--- config.mk ---
export PLATFORM = sky130hd
export DESIGN_NAME = axi_ctrl_write_fork_join
export DESIGN_NICKNAME = d
export VERILOG_FILES = /design/src/rtl/axi_ctrl_pkg.sv /design/src/rtl/axi_fork_tracker.sv /design/src/rtl/axi_ctrl_write_fork_join.sv
export SDC_FILE = /design/constraint.sdc
export NUM_CORES = 1
export LEC_CHECK = 0
export BUFFER_PORTS_ARGS = -buffer_cell sky130_fd_sc_hd__clkbuf_2
export CORE_MARGIN = 8
export CORE_UTILIZATION = 45
export CTS_CLUSTER_SIZE = 20
export DETAILED_ROUTE_END_ITERATION = 8
export PLACE_DENSITY = 0.86
export SETUP_SLACK_MARGIN = 0.05
export SYNTH_ARGS = -nofsm -noshare
export SYNTH_HDL_FRONTEND = slang
export SYNTH_HIERARCHICAL = 1
export SYNTH_SLANG_ARGS = --single-unit
export TNS_END_PERCENT = 5
--- constraint.sdc ---
create_clock -name ap_clk -period 3.3 [get_ports ap_clk]
set_input_delay 0.33 -clock ap_clk [delete_from_list [all_inputs] [get_ports ap_clk]]
set_output_delay 0.33 -clock ap_clk [all_outputs]
set_load 0.05 [all_outputs]
--- src/rtl/axi_ctrl_pkg.sv ---
// Shared definitions for the broadcast AXI4-Lite control write path:
// response codes, join FSM states and the default leg count.
package axi_ctrl_pkg;

  localparam logic [1:0] RESP_OKAY   = 2'b00;
  localparam logic [1:0] RESP_EXOKAY = 2'b01;
  localparam logic [1:0] RESP_SLVERR = 2'b10;
  localparam logic [1:0] RESP_DECERR = 2'b11;

  localparam int DEFAULT_NUM_SLR = 4;

  typedef enum logic {
    COLLECT = 1'b0,
    RESP    = 1'b1
  } join_state_t;

endpackage

--- src/rtl/axi_fork_tracker.sv ---
// Forks one valid/ready handshake to NUM_SLR legs; each leg is offered the
// beat until it accepts, and the upstream side completes once every leg has.
module axi_fork_tracker
  import axi_ctrl_pkg::*;
#(
  parameter int NUM_SLR = DEFAULT_NUM_SLR
) (
  input  logic               clk,
  input  logic               rst,
  input  logic               in_valid,
  output logic               in_ready,
  output logic [NUM_SLR-1:0] out_valid,
  input  logic [NUM_SLR-1:0] out_ready,
  input  logic               enable
);

  logic [NUM_SLR-1:0] done;

  assign out_valid = {NUM_SLR{in_valid & enable}} & ~done;
  assign in_ready  = enable & (&(done | out_ready));

  // A completed upstream handshake restarts tracking, so no leg sees a duplicate.
  always_ff @(posedge clk or posedge rst) begin
    if (rst)
      done <= '0;
    else if (in_valid && in_ready)
      done <= '0;
    else
      done <= done | (out_valid & out_ready);
  end

endmodule

--- src/rtl/axi_ctrl_write_fork_join.sv ---
// Broadcast control write: forks AW/W to every SLR leg, joins the per-leg B
// responses into one merged upstream response, and limits outstanding writes.
//
// state   | meaning
// COLLECT | gathering B responses from the legs
// RESP    | merged response presented upstream, waiting for BREADY
module axi_ctrl_write_fork_join
  import axi_ctrl_pkg::*;
#(
  parameter int NUM_SLR                    = DEFAULT_NUM_SLR,
  parameter int C_S_AXI_CONTROL_ADDR_WIDTH = 9,
  parameter int C_S_AXI_CONTROL_DATA_WIDTH = 32,
  parameter int MAX_OUTSTANDING            = 4
) (
  input  logic                                    ap_clk,
  input  logic                                    ap_rst,
  input  logic                                    s_axi_control_AWVALID,
  output logic                                    s_axi_control_AWREADY,
  input  logic [C_S_AXI_CONTROL_ADDR_WIDTH-1:0]   s_axi_control_AWADDR,
  input  logic                                    s_axi_control_WVALID,
  output logic                                    s_axi_control_WREADY,
  input  logic [C_S_AXI_CONTROL_DATA_WIDTH-1:0]   s_axi_control_WDATA,
  input  logic [C_S_AXI_CONTROL_DATA_WIDTH/8-1:0] s_axi_control_WSTRB,
  output logic                                    s_axi_control_BVALID,
  input  logic                                    s_axi_control_BREADY,
  output logic [1:0]                              s_axi_control_BRESP,
  output logic [NUM_SLR-1:0]                      m_axi_control_AWVALID,
  input  logic [NUM_SLR-1:0]                      m_axi_control_AWREADY,
  output logic [C_S_AXI_CONTROL_ADDR_WIDTH-1:0]   m_axi_control_AWADDR,
  output logic [NUM_SLR-1:0]                      m_axi_control_WVALID,
  input  logic [NUM_SLR-1:0]                      m_axi_control_WREADY,
  output logic [C_S_AXI_CONTROL_DATA_WIDTH-1:0]   m_axi_control_WDATA,
  output logic [C_S_AXI_CONTROL_DATA_WIDTH/8-1:0] m_axi_control_WSTRB,
  input  logic [NUM_SLR-1:0]                      m_axi_control_BVALID,
  output logic [NUM_SLR-1:0]                      m_axi_control_BREADY,
  input  logic [2*NUM_SLR-1:0]                    m_axi_control_BRESP,
  output logic                                    err_unexpected_b
);

  logic [3:0]           outstanding;
  logic                 credit_ok;
  logic                 aw_hs;
  logic                 b_hs;
  join_state_t          state, state_n;
  logic [NUM_SLR-1:0]   b_got, b_got_n, leg_b_hs;
  logic [2*NUM_SLR-1:0] b_resp, b_resp_n;
  logic                 s_bvalid_n;
  logic [1:0]           s_bresp_n;

  function automatic logic [1:0] merge_resp(input logic [2*NUM_SLR-1:0] r);
    logic any_dec, any_slv, all_exo;
    any_dec = 1'b0;
    any_slv = 1'b0;
    all_exo = 1'b1;
    for (int i = 0; i < NUM_SLR; i++) begin
      any_dec = any_dec | (r[2*i +: 2] == RESP_DECERR);
      any_slv = any_slv | (r[2*i +: 2] == RESP_SLVERR);
      all_exo = all_exo & (r[2*i +: 2] == RESP_EXOKAY);
    end
    if (any_dec)      return RESP_DECERR;
    else if (any_slv) return RESP_SLVERR;
    else if (all_exo) return RESP_EXOKAY;
    else              return RESP_OKAY;
  endfunction

  assign credit_ok            = outstanding < 4'(MAX_OUTSTANDING);
  assign aw_hs                = s_axi_control_AWVALID & s_axi_control_AWREADY;
  assign b_hs                 = s_axi_control_BVALID & s_axi_control_BREADY;
  assign m_axi_control_AWADDR = s_axi_control_AWADDR;
  assign m_axi_control_WDATA  = s_axi_control_WDATA;
  assign m_axi_control_WSTRB  = s_axi_control_WSTRB;
  assign m_axi_control_BREADY = ~b_got;
  assign leg_b_hs             = m_axi_control_BVALID & ~b_got;

  axi_fork_tracker #(.NUM_SLR(NUM_SLR)) u_aw_fork (
    .clk       (ap_clk),
    .rst       (ap_rst),
    .in_valid  (s_axi_control_AWVALID),
    .in_ready  (s_axi_control_AWREADY),
    .out_valid (m_axi_control_AWVALID),
    .out_ready (m_axi_control_AWREADY),
    .enable    (credit_ok)
  );

  axi_fork_tracker #(.NUM_SLR(NUM_SLR)) u_w_fork (
    .clk       (ap_clk),
    .rst       (ap_rst),
    .in_valid  (s_axi_control_WVALID),
    .in_ready  (s_axi_control_WREADY),
    .out_valid (m_axi_control_WVALID),
    .out_ready (m_axi_control_WREADY),
    .enable    (1'b1)
  );

  always_ff @(posedge ap_clk or posedge ap_rst) begin
    if (ap_rst)
      outstanding <= '0;
    else if (aw_hs && !b_hs && outstanding < 4'(MAX_OUTSTANDING))
      outstanding <= outstanding + 4'd1;
    else if (b_hs && !aw_hs && outstanding != 4'd0)
      outstanding <= outstanding - 4'd1;
  end

  always_ff @(posedge ap_clk or posedge ap_rst) begin
    if (ap_rst)
      err_unexpected_b <= 1'b0;
    else if (|m_axi_control_BVALID && outstanding == 4'd0)
      err_unexpected_b <= 1'b1;
  end

  always_ff @(posedge ap_clk or posedge ap_rst) begin
    if (ap_rst) begin
      state                <= COLLECT;
      b_got                <= '0;
      b_resp               <= '0;
      s_axi_control_BVALID <= 1'b0;
      s_axi_control_BRESP  <= RESP_OKAY;
    end else begin
      state                <= state_n;
      b_got                <= b_got_n;
      b_resp               <= b_resp_n;
      s_axi_control_BVALID <= s_bvalid_n;
      s_axi_control_BRESP  <= s_bresp_n;
    end
  end

  // Merge sees this cycle's captures, so the response is registered one cycle after the last leg.
  always_comb begin
    state_n    = state;
    b_got_n    = b_got | leg_b_hs;
    b_resp_n   = b_resp;
    s_bvalid_n = s_axi_control_BVALID;
    s_bresp_n  = s_axi_control_BRESP;
    for (int i = 0; i < NUM_SLR; i++)
      if (leg_b_hs[i]) b_resp_n[2*i +: 2] = m_axi_control_BRESP[2*i +: 2];
    case (state)
      COLLECT: begin
        if (&b_got_n) begin
          state_n    = RESP;
          s_bvalid_n = 1'b1;
          s_bresp_n  = merge_resp(b_resp_n);
        end
      end
      RESP: begin
        if (b_hs) begin
          state_n    = COLLECT;
          b_got_n    = '0;
          s_bvalid_n = 1'b0;
        end
      end
      default: state_n = COLLECT;
    endcase
  end

endmodule

; ---- After elaboration in Yosys (flattened, before gate mapping)
; Index checks and enable logic that the tools add are counted.
[classes]
order_cmp = 1
mux = 19
bitwise_logic = 27
reduce_logical = 18
n_addsub = 2
n_eq_ne = 14
[op_table]
columns = op, count
row1 = 4-bit 2-to-1 mux, 6
row2 = 4-bit AND, 5
row3 = 4-bit bitwise OR, 5
row4 = "2-bit equality test, second input constant", 8
row5 = 2-bit 2-to-1 mux, 6
row6 = 4-bit inverter, 3
row7 = 4-bit AND reduction, 3
row8 = "2-bit by 1-bit equality test with 1-bit output, second input constant", 4
row9 = 1-bit AND, 7
row10 = 1-bit logical AND, 7
row11 = 1-bit bitwise OR, 6
row12 = 1-bit 2-to-1 mux, 5
row13 = 5-bit AND reduction, 1
row14 = "4-bit by 1-bit adder with 4-bit output, second input constant", 1
row15 = 4-bit zero test, 1
row16 = "4-bit by 3-bit less-than comparator with 1-bit output, second input constant", 1
row17 = "2-bit inequality test, second input constant", 2
row18 = 1-bit one-hot mux with 2 select lines, 2
row19 = 4-bit nonzero test, 1
row20 = 4-bit OR reduction, 1
row21 = "4-bit by 1-bit subtractor with 4-bit output, second input constant", 1
row22 = 1-bit zero test, 2
row23 = 2-bit AND reduction, 1
row24 = 2-bit nonzero test, 1
row25 = 1-bit inverter, 1
[totals]
reg_bits = 29
output_inout_bits = 63

; ---- Longest topological paths before layout
[depth]
ltp_word = 10
ltp_mapped = 9

; ---- By module
; The synthesis kept the hierarchy.
[modules_own_cells]
columns = module, cells_each, n_inst, area_each_um2, seq_area_each_um2
row1 = axi_ctrl_write_fork_join, 154, 1, 1517.7, 525.5
row2 = axi_fork_tracker, 22, 2, 202.7, 100.1

; ---- Least setup slack after synthesis
; No wires, ideal clock.
[synth_path]
path_type = reg-to-reg
startpoint = register outstanding[2]
endpoint = register outstanding[3]
slack_ns = 0.770
t_arrival_ns = 2.402
setup_time_ns = 0.128
path_stages_with_launch = 10
n_path_buf = 0
synth_period_minus_slack_ns = 2.530
cell_sequence = dfrtp_1 -> nor2_1 -> and3_1 -> and4_1 -> inv_1 -> ha_1 -> a21o_1 -> a21oi_1 -> o21ai_0 -> xor2_1
[synth_via]
elab_chain_cells = 7
word_cells_on_any_way = 14
cone_classes = 2 x add/sub / 1 x order compare / 2 x mux / 2 x bitwise / 7 x reduce/logical
[synth_lines]
columns = item, line_no
row1 = start: declaration, axi_ctrl_write_fork_join.sv:40  ; logic [3:0] outstanding;
row2 = start signal: assignment, axi_ctrl_write_fork_join.sv:99  ; outstanding <= outstanding + 4'd1;
row3 = start signal: assignment, axi_ctrl_write_fork_join.sv:101  ; outstanding <= outstanding - 4'd1;
row4 = 4-bit by 3-bit less-than comparator with 1-bit output *, axi_ctrl_write_fork_join.sv:66  ; assign credit_ok = outstanding < 4'(MAX_OUTSTANDING);
row5 = net credit_ok, axi_ctrl_write_fork_join.sv:41  ; logic credit_ok;
row6 = 1-bit AND *, axi_fork_tracker.sv:20  ; assign in_ready = enable & (&(done | out_ready));
row7 = net s_axi_control_AWREADY, axi_ctrl_write_fork_join.sv:18  ; output logic s_axi_control_AWREADY,
row8 = 1-bit AND *, axi_ctrl_write_fork_join.sv:67  ; assign aw_hs = s_axi_control_AWVALID & s_axi_control_AWREADY;
row9 = 1-bit zero test, axi_ctrl_write_fork_join.sv:100  ; else if (b_hs && !aw_hs && outstanding != 4'd0)
row10 = 1-bit logical AND (2 in a row), axi_ctrl_write_fork_join.sv:100
row11 = 2-bit nonzero test (no source line), n/a
; The timed path passes the listed nets; every way through them passes the cells marked *. The select of a mux whose other input is x is not followed.
; A chain may end at the register's enable or synchronous reset.

; ---- Worst setup path in the final report
[layout_path]
startpoint = register outstanding[2]
endpoint = register outstanding[3]
[layout_via]
elab_chain_cells = 7
word_cells_on_any_way = 14
cone_classes = 2 x add/sub / 1 x order compare / 2 x mux / 2 x bitwise / 7 x reduce/logical
[layout_lines]
columns = item, line_no
row1 = 4-bit by 3-bit less-than comparator with 1-bit output *, axi_ctrl_write_fork_join.sv:66
row2 = net credit_ok, axi_ctrl_write_fork_join.sv:41
row3 = 1-bit AND, axi_fork_tracker.sv:20
row4 = 1-bit AND, axi_ctrl_write_fork_join.sv:67
row5 = 1-bit zero test, axi_ctrl_write_fork_join.sv:100
row6 = 1-bit logical AND (2 in a row), axi_ctrl_write_fork_join.sv:100
row7 = 2-bit nonzero test (no source line), n/a
; Marked as above.

==> out/qor.yml <==
status:
  status: "complete, no violations"
synthesis:
  synth_top_cell_by_area: "dfrtp_1"
  ys_seq_elements: 29
  synth.avg_cell_area_sq_um: 9.71
  seq_area_frac_synth: 0.377
  syn-cell-area_sq_um: 1920
  synthDistinctLibCells: 40
  synth.top_cell.area_share: 0.377
  postSynthCellCount: 198
  synthTopCellsByArea: "dfrtp_1, buf_4, a31oi_1"
  ys_warn_count: 6
setup_path:
  cpLargestDelayFamily: "simple AND/OR/NAND/NOR gates"
  r2r_start: "outstanding[2]"
  cp-start-kind: "flip-flop"
  critPathMaxFanout: 8
  cp_slowest_stage_delay_ns: 0.41
  worstPathRequired_ns: 3.46
  crit_type: "reg2reg"
  r2r_setup_slack_ns: 0.97
  r2r_end: "outstanding[3]"
  cp_slowest_cell: "dfrtp_1"
  worst_ep_arrival_time_ns: 2.49
  reg2reg_depth: 9
  cp-end-kind: "flip-flop"
  critical_path.cell_chain: "nor2_1 > and3_1 > and4_1 > inv_1 > ha_1 > a21o_1 > a21oi_1 > o21ai_0 > xor2_1"
  crit_buf_inv: 1
clock_tree:
  htree_levels: 2
  clock_path_buffers: 2
  cts_root_buffer: "clkbuf_8"
  clock-sinks: 29
  cts_buffers: 5
  cts_hold_buf: 1
  clk_pin_slew_worst_paths_ns: 0.06
  cts_tree: "built"
  clock_latency_ns: 0.27
  post_cts_buffers: 0
  post_cts_resized: 0
die:
  die-area_sq_um: 6620
  start_util: 0.474
  ioPinCount: 133
  coreArea_sq_um: 4060
  die_h_um: 81.4
  num_rows: 23
  die_x_um: 81.4
power:
  power.total_w: 0.00187
  power_density_nw_per_um2: 938
  vdd_ir_drop_max_uv: 473
  p_leak_nw: 0.962
placed_design:
  dpl_cell_area_sq_um: 1880
  gp_congestion: 0.822
  port_buffers: 42
  hpwl_um: 3100
  place_ws_ns: 0.997
cells_and_area:
  final_cell_mix: "clkbuf_2, dfrtp_1, a31oi_1"
  area_growth_pct: 3.58
  drive_above_1_share: 0.300
  mostFrequentLayoutCell: "clkbuf_2"
  final_net_count: 282
  final_core_util: 0.491
  insertedDiodeCount: 0
  fin_area_sq_um: 1990
worst_hold_path:
  hp-class: "in2reg"
  min_from: "m_axi_control_BRESP[7]"
  min_path_cells: 2
  hold_end: "b_resp[7]"
sta:
  setup_viol: 0
  rsz0062_at_grt: "no"
  slew_headroom: 0.490
  min_period_ns: 2.33
  setup_ws_ns: 0.971
  fmax_mhz: 429
  fin_crit_sh: 0.706
  finClkSkew_ns: 0.00244
  tightest_slew_ns: 0.765
  hold_viol: 0
  fin_tns_setup_ns: 0
  drv_slew: 0
grt:
  grt_overflow: 0
  grt_max_degree: 22
  antenna_found_initial: 0
  grt_pass1_wl_um: 6310
  grt_pass1_vias: 1413
  grt_usage: 0.118
routing:
  drt_iter0_markers: 44
  drt_pre_antenna_iters: 4
  drc: 0
  vias_per_cell: 5.48
  post_drt_wl_per_cell_um: 14.6
  finalWirelength_um: 3780
  drtAntennaViolNets: 0
  vias: 1424
run:
  drv_cap: 0
[through the flow]
stage,hold slack (ns),cells
floorplan,0.0961,204
global placement,0.228,251
detailed placement,0.228,251
CTS,0.323,260
global route,0.327,260
finish,0.332,260
[area by class of cell]
cell class / count / area [sq um]
fillers: 385 / 2070
multi-input cells: 115 / 826
flip-flops and latches: 29 / 726
repair buffers: 43 / 220
clock buffers: 7 / 96.3
well taps: 50 / 62.6
inverters: 15 / 56.3
clock inverters: 1 / 5.00
[sequential cells by signal, indices dropped and copies added, names as in the netlist]
signal                cells
b_resp                    8
b_got                     4
outstanding               4
u_aw_fork/done            4
u_w_fork/done             4
s_axi_control_BRESP       2
err_unexpected_b          1
s_axi_control_BVALID      1
state                     1
[cells in the mapped netlist, drive strengths merged]
| cell type | number |
|---|---|
| a2111oi | 1 |
| a211oi | 1 |
| a21o | 3 |
| a21oi | 2 |
| a31o | 1 |
| a31oi | 25 |
| a41oi | 1 |
| and2 | 2 |
| and3 | 3 |
| and4 | 2 |
| and4b | 4 |
| and4bb | 1 |
| buf | 45 |
| conb | 1 |
| dfrtp | 29 |
| fa | 1 |
| ha | 2 |
| inv | 15 |
| mux2 | 8 |
| mux2i | 1 |
| nand2 | 3 |
| nand2b | 5 |
| nor2 | 20 |
| nor3 | 1 |
| nor3b | 2 |
| nor4 | 2 |
| nor4bb | 4 |
| o21ai | 1 |
| o21bai | 1 |
| o22a | 4 |
| o22ai | 1 |
| or2 | 1 |
| or4 | 2 |
| xnor2 | 1 |
| xor2 | 2 |
[logic make-up after synthesis]
family          share of synthesized area
buf+inv                             0.205
simple gates                        0.169
compound gates                      0.154
flops                               0.377
mux                                0.0560
fa+ha+maj                          0.0234
xor+xnor                           0.0137
other cells                       0.00195
[per-layer routing]
| metal | up-vias | GRT usage | share of wire |
|---|---|---|---|
| li1 | 683 | - | - |
| met1 | 667 | 0.136 | 0.43 |
| met2 | 57 | 0.186 | 0.45 |
| met3 | 17 | 0.0497 | 0.10 |
| met4 | 0 | 0.0536 | 0.018 |
| met5 | - | 0 | 0 |
[where the power goes]
part | total, W | leakage, nW | internal, W | switching (W)
clock network | 0.000316 | 0.0542 | 0.000188 | 0.000128
logic | 0.000861 | 0.583 | 0.000339 | 0.000522
registers | 0.000692 | 0.325 | 0.000529 | 0.000164
total | 0.00187 | 0.962 | 0.00106 | 0.000813
[worst max path at each step]
stage,from,end,slack (ns),depth (start not counted)
6_report,outstanding[2],outstanding[3],0.97,9
3_5_place_dp,outstanding[2],outstanding[3],1.0,9
4_1_cts,outstanding[2],outstanding[3],0.99,9
2_1_floorplan,outstanding[2],outstanding[3],0.77,9
5_1_grt,outstanding[3],outstanding[3],0.78,9
3_3_place_gp,outstanding[2],outstanding[3],1.05,9
No activity file was read; power rests on OpenSTA's default activity.
